`src/rtl/div_ctrl.sv`:
```
// Multi-cycle radix-2 restoring divider for DIV/DIVU in the EX stage.
// Stalls the pipeline while busy and writes {remainder, quotient} to HI/LO once.
module div_ctrl (
  input  logic        clk,
  input  logic        rst,
  input  logic        start_i,
  input  logic        signed_i,
  input  logic [31:0] opdata1_i,
  input  logic [31:0] opdata2_i,
  input  logic        annul_i,
  output logic        stall_o,
  output logic        ready_o,
  output logic [63:0] result_o,
  output logic        hilo_we_o,
  output logic [31:0] hi_o,
  output logic [31:0] lo_o
);

  localparam int unsigned W  = 32;
  localparam int unsigned CW = 5;

  typedef enum logic [1:0] {S_IDLE, S_BYZERO, S_ON, S_END} state_e;

  state_e            state_q, state_d;
  logic [CW-1:0]     cnt_q, cnt_d;
  logic [2*W-1:0]    work_q, work_d;
  logic [W-1:0]      dvs_q, dvs_d;
  logic [W-1:0]      dvd_q, dvd_d;
  logic              neg_quo_q, neg_quo_d;
  logic              neg_rem_q, neg_rem_d;
  logic              ready_q, ready_d;
  logic              we_q, we_d;
  logic [2*W-1:0]    result_q, result_d;

  logic [W-1:0]      mag1, mag2;
  logic [2*W:0]      shifted;
  logic              ge;
  logic [W-1:0]      diff;
  logic [2*W-1:0]    step;
  logic [W-1:0]      quo_fin, rem_fin;

  // Operand magnitudes; abs(0x80000000) wraps to itself and is used as unsigned
  assign mag1 = (signed_i && opdata1_i[W-1]) ? (~opdata1_i + W'(1)) : opdata1_i;
  assign mag2 = (signed_i && opdata2_i[W-1]) ? (~opdata2_i + W'(1)) : opdata2_i;

  // One restoring step: shift, trial-subtract, keep difference when non-negative
  assign shifted = {work_q, 1'b0};
  assign ge      = shifted[2*W:W] >= {1'b0, dvs_q};
  assign diff    = W'(shifted[2*W:W] - {1'b0, dvs_q});
  assign step    = ge ? {diff, shifted[W-1:1], 1'b1} : shifted[2*W-1:0];

  assign quo_fin = neg_quo_q ? (~step[W-1:0] + W'(1))   : step[W-1:0];
  assign rem_fin = neg_rem_q ? (~step[2*W-1:W] + W'(1)) : step[2*W-1:W];

  always_ff @(posedge clk or posedge rst) begin
    if (rst) begin
      state_q   <= S_IDLE;
      cnt_q     <= '0;
      work_q    <= '0;
      dvs_q     <= '0;
      dvd_q     <= '0;
      neg_quo_q <= 1'b0;
      neg_rem_q <= 1'b0;
      ready_q   <= 1'b0;
      we_q      <= 1'b0;
      result_q  <= '0;
    end else begin
      state_q   <= state_d;
      cnt_q     <= cnt_d;
      work_q    <= work_d;
      dvs_q     <= dvs_d;
      dvd_q     <= dvd_d;
      neg_quo_q <= neg_quo_d;
      neg_rem_q <= neg_rem_d;
      ready_q   <= ready_d;
      we_q      <= we_d;
      result_q  <= result_d;
    end
  end

  always_comb begin
    state_d   = state_q;
    cnt_d     = cnt_q;
    work_d    = work_q;
    dvs_d     = dvs_q;
    dvd_d     = dvd_q;
    neg_quo_d = neg_quo_q;
    neg_rem_d = neg_rem_q;
    ready_d   = ready_q;
    we_d      = 1'b0;
    result_d  = result_q;
    stall_o   = 1'b0;

    case (state_q)
      S_IDLE: begin
        ready_d = 1'b0;
        if (start_i && !annul_i) begin
          stall_o   = 1'b1;
          neg_quo_d = signed_i && (opdata1_i[W-1] ^ opdata2_i[W-1]);
          neg_rem_d = signed_i && opdata1_i[W-1];
          dvd_d     = opdata1_i;
          if (opdata2_i == '0) begin
            state_d = S_BYZERO;
          end else begin
            work_d  = {W'(0), mag1};
            dvs_d   = mag2;
            cnt_d   = '0;
            state_d = S_ON;
          end
        end
      end

      S_BYZERO: begin
        stall_o = 1'b1;
        if (annul_i) begin
          state_d = S_IDLE;
        end else begin
          state_d  = S_END;
          ready_d  = 1'b1;
          we_d     = 1'b1;
          result_d = {dvd_q, {W{1'b1}}};
        end
      end

      S_ON: begin
        stall_o = 1'b1;
        if (annul_i) begin
          state_d = S_IDLE;
        end else begin
          work_d = step;
          cnt_d  = cnt_q + CW'(1);
          if (cnt_q == CW'(W - 1)) begin
            state_d  = S_END;
            ready_d  = 1'b1;
            we_d     = 1'b1;
            result_d = {rem_fin, quo_fin};
          end
        end
      end

      S_END: begin
        // Result stays presented until the requester drops start_i
        if (!start_i) begin
          state_d = S_IDLE;
          ready_d = 1'b0;
        end
      end

      default: state_d = S_IDLE;
    endcase
  end

  assign ready_o   = ready_q;
  assign hilo_we_o = we_q;
  assign result_o  = result_q;
  assign hi_o      = result_q[2*W-1:W];
  assign lo_o      = result_q[W-1:0];

endmodule
```
`config.mk`:
```
export PLATFORM = sky130hd
export DESIGN_NAME = div_ctrl
export DESIGN_NICKNAME = d
export VERILOG_FILES = /design/src/rtl/div_ctrl.sv
export SDC_FILE = /design/constraint.sdc
export NUM_CORES = 1
export LEC_CHECK = 0
export CAP_MARGIN = 10
export CORE_MARGIN = 2
export CORE_UTILIZATION = 35
export CTS_CLUSTER_SIZE = 24
export DETAILED_ROUTE_END_ITERATION = 7
export HOLD_SLACK_MARGIN = 0.05
export PLACE_DENSITY = 0.6
export SLEW_MARGIN = 20
export SYNTH_ARGS = -nofsm -noshare
export SYNTH_HDL_FRONTEND = slang
export SYNTH_SLANG_ARGS = --single-unit
```
`constraint.sdc`:
```
create_clock -name clk -period 17.5 [get_ports clk]
set_clock_uncertainty 0.15 [all_clocks]
set_input_delay 3.5 -clock clk [delete_from_list [all_inputs] [get_ports clk]]
set_output_delay 3.5 -clock clk [all_outputs]
set_load 0.02 [all_outputs]
```
==> summary.txt <==
Outcome - complete, no violations
R2R setup slack - 11.57 ns
Max IR drop VDD - 89.1 uV
Number of fillers in the final layout - 4050
Period minus WS final - 8.79 ns
Starting Density - 35.5%
DRT Pass-1 Iters - 5
Max Fanout on Critical Path - 9
I/O pins - 200
Post-Synth Simple-Gate Area - 17.8%
WL per Instance - 17.1 um
Remaining DRCs - 0
Finished Cell Area - 16900 um2
Post-synth EDFFs - 0
Critical path class - in -> out
Hold buffers post-CTS - 0
Static Leak - 7.02 nW
Iteration-0 DRC Markers - 640
Die width - 205 um
Syn avg cell area - 8.26 um2
Root Buffer - clkbuf_16
YS warnings - 0
Vias in the first global route - 11.4k
Sequential cell area - 5080 um2
Pins Over Slew Limit - 0
Synthesized area - 14100 um2
Top-area cell type share of the netlist area - 35.9%
I/O Buffers - 199
Clock slew at reported path FFs - 0.05 ns
Most frequent cells in the layout - 205 x nand2_1, 203 x dfrtp_1, 199 x clkdlybuf4s50_1, 181 x a21oi_1, 158 x o21ai_0
FFs w/ async S/R, synth - 100%
Area Growth Syn to Fin - 19.2%
Setup TNS - 0 ns
Vias - 12.2k
Drt total wl - 39800 um
Synth Area in Compound Gates - 21.8%
Max frequency - 114 MHz
Final instance count without filler cells - 2330
Final Hold Fails - 0
Vias per inst - 5.25
Slew HR - 30.5%
Crit path launch type - input pin
Hold Crit Class - reg -> reg
Crit. End Element - output port
Period utilisation layout - 50.2%
Clock buffer depth - 3
Top_reg_cell synth - dfrtp_1
Syn nets - 1828
Detail Route Antenna Nets - 0
R2R Path End - result_o[52]
Placed Cells incl. Taps - 2285
NumNets Final - 1902
Mapped Cells - 1714
Max-Cap Viols - 0
Initial antenna violation count - 0
Synth area leader - dfrtp_1
Sequential share of the synthesized area - 35.9%
GPL Wtd Cong - 0.918
Largest net degree at the start of global routing - 132
R2R cell count - 16
H-tree Lvls - 1
Area after DPL - 16000 um2
Worst path required time - 13.85 ns
XOR/XNOR Fraction of Synth Area - 8.48%
PD cells - 216 nW/um2
CTS sink cnt - 203
Residual overflow from global routing - 0
Synth Register Bits - 203
Post-CTS Setup Inserts - 0
CTS tree - yes
Vert. Die Dim - 205 um
Slew at the pin closest to its max-slew limit - 1.04 ns
Synth top area cells - dfrtp_1 36%, a21oi_1 6.4%, o21ai_0 5.6%, xor2_1 5.6%, nand2_1 5.4%
Share of layout cells above drive strength 1 - 5.98%
RSZ-0062 raised after global routing - no
Core region area - 39800 um2
Crit path DAT - 5.14 ns
Worst flop-to-flop path startpoint - work_q[39]
Rows - 73
First-pass GRT wire length - 63100 um
Die area - 42100 um2
Power after layout - 3.64 mW
Hold EP - dvs_q[31]
Clock latency on the worst-skew pair - 0.55 ns
Adder-cell share of the synthesized area - 4.03%
Diodes inserted - 0
Fin Hold WS - 0.333 ns
GR Util All Layers - 18.6%
Mux share of post-synthesis cell area - 4.10%
Most common cell after layout, fill and taps aside - nand2_1
Synth unique cells - 83
# setup viols final - 0
Post-CTS sizing - 0
Hold path cells - 2
Hpwl dp - 30000 um
Worst Hold Launch - dvs_q[31]
CTS Buf Count - 25
Largest family of logic cells by synthesized area - compound AO/OA/AOI/OAI gates
Multi-input gate area in the final layout - 8000 um2
==> critical path, cell delays in order <==
cell,delay [ns]
clkdlybuf4s50_1,0.59
nand3b_1,0.27
a21oi_1,0.16
clkdlybuf4s50_1,0.62
==> synth_stat cells, types with 5 or more instances <==
library cell and instances:
a211oi_1 7, a21o_1 17, a21oi_1 182, a31oi_1 15
and2_1 9, and3_1 15, buf_1 14, buf_2 15
buf_4 65, clkbuf_1 64, dfrtp_1 203, ha_1 44
inv_1 64, mux2_2 32, mux2i_1 22, nand2_1 205
nand2b_1 12, nand3_1 13, nand3b_1 5, nand4_1 13
nor2_1 156, nor2b_1 8, nor3_1 34, nor4_1 14
o211ai_1 12, o21a_1 7, o21ai_0 158, o21ai_1 9
o31a_1 5, o31ai_1 33, o41ai_1 12, or3_1 20
or4_1 10, xnor2_1 47, xor2_1 90
==> report_power, final <==
group | internal, mW | leakage (nW) | total, mW | switching (mW)
Sequential | 0.686 | 2.48 | 0.909 | 0.223
Clock | 0.311 | 0.404 | 0.522 | 0.211
Combinational | 0.882 | 4.14 | 2.21 | 1.32
Total | 1.88 | 7.02 | 3.64 | 1.76
==> cell type report <==
cell class | instances | share of cell area, %
well taps | 525 | 3.89
multi-input cells | 1286 | 47.4
clock buffers | 36 | 4.19
repair buffers | 207 | 12.2
inverters | 65 | 1.49
clock inverters | 8 | 0.690
flip-flops and latches | 203 | 30.1
==> cell families (layout without fill, tap and decap cells) <==
kind of cell | count (synthesis) | after routing
compound gates | 509 | 509
xor+xnor | 137 | 137
fa+ha+maj | 45 | 45
buf+inv | 225 | 316
flops | 203 | 203
mux | 54 | 54
simple gates | 541 | 541
==> metrics by stage <==
| stage | utilization [%] | worst slack, ns |
|---|---|---|
| floorplan | - | 8.31 |
| global placement | 40.2 | 8.74 |
| global route | 42.4 | 8.64 |
| detailed placement | 40.2 | 8.71 |
| CTS | 42.3 | 8.71 |
| finish | 42.4 | 8.71 |
==> how the worst max path moves through the flow <==
stage | start | endpoint | slack, ns | cells past startpoint
4_1_cts | annul_i | stall_o | 8.71 | 4
5_1_grt | annul_i | stall_o | 8.64 | 4
2_1_floorplan | rst | cnt_q[0] | 8.31 | 1
3_3_place_gp | annul_i | stall_o | 8.74 | 4
3_5_place_dp | annul_i | stall_o | 8.71 | 4
6_report | annul_i | stall_o | 8.71 | 4
==> state kept, by name (all words and copies together), names as in the netlist <==
name,cells
neg_rem_q,1
ready_o,1
dvd_q,32
work_q,64
hilo_we_o,1
state_q,2
neg_quo_q,1
dvs_q,32
result_o,64
cnt_q,5
==> per-layer routing <==
layer	vias up	global-route usage [%]	part of all wire [%]
met3	56	1.88	4.7
met2	300	29.9	44
met1	5775	26.9	49
met5	-	0	0
li1	6113	-	-
met4	0	4.11	2.2
Power figures use the tool's default switching activity.
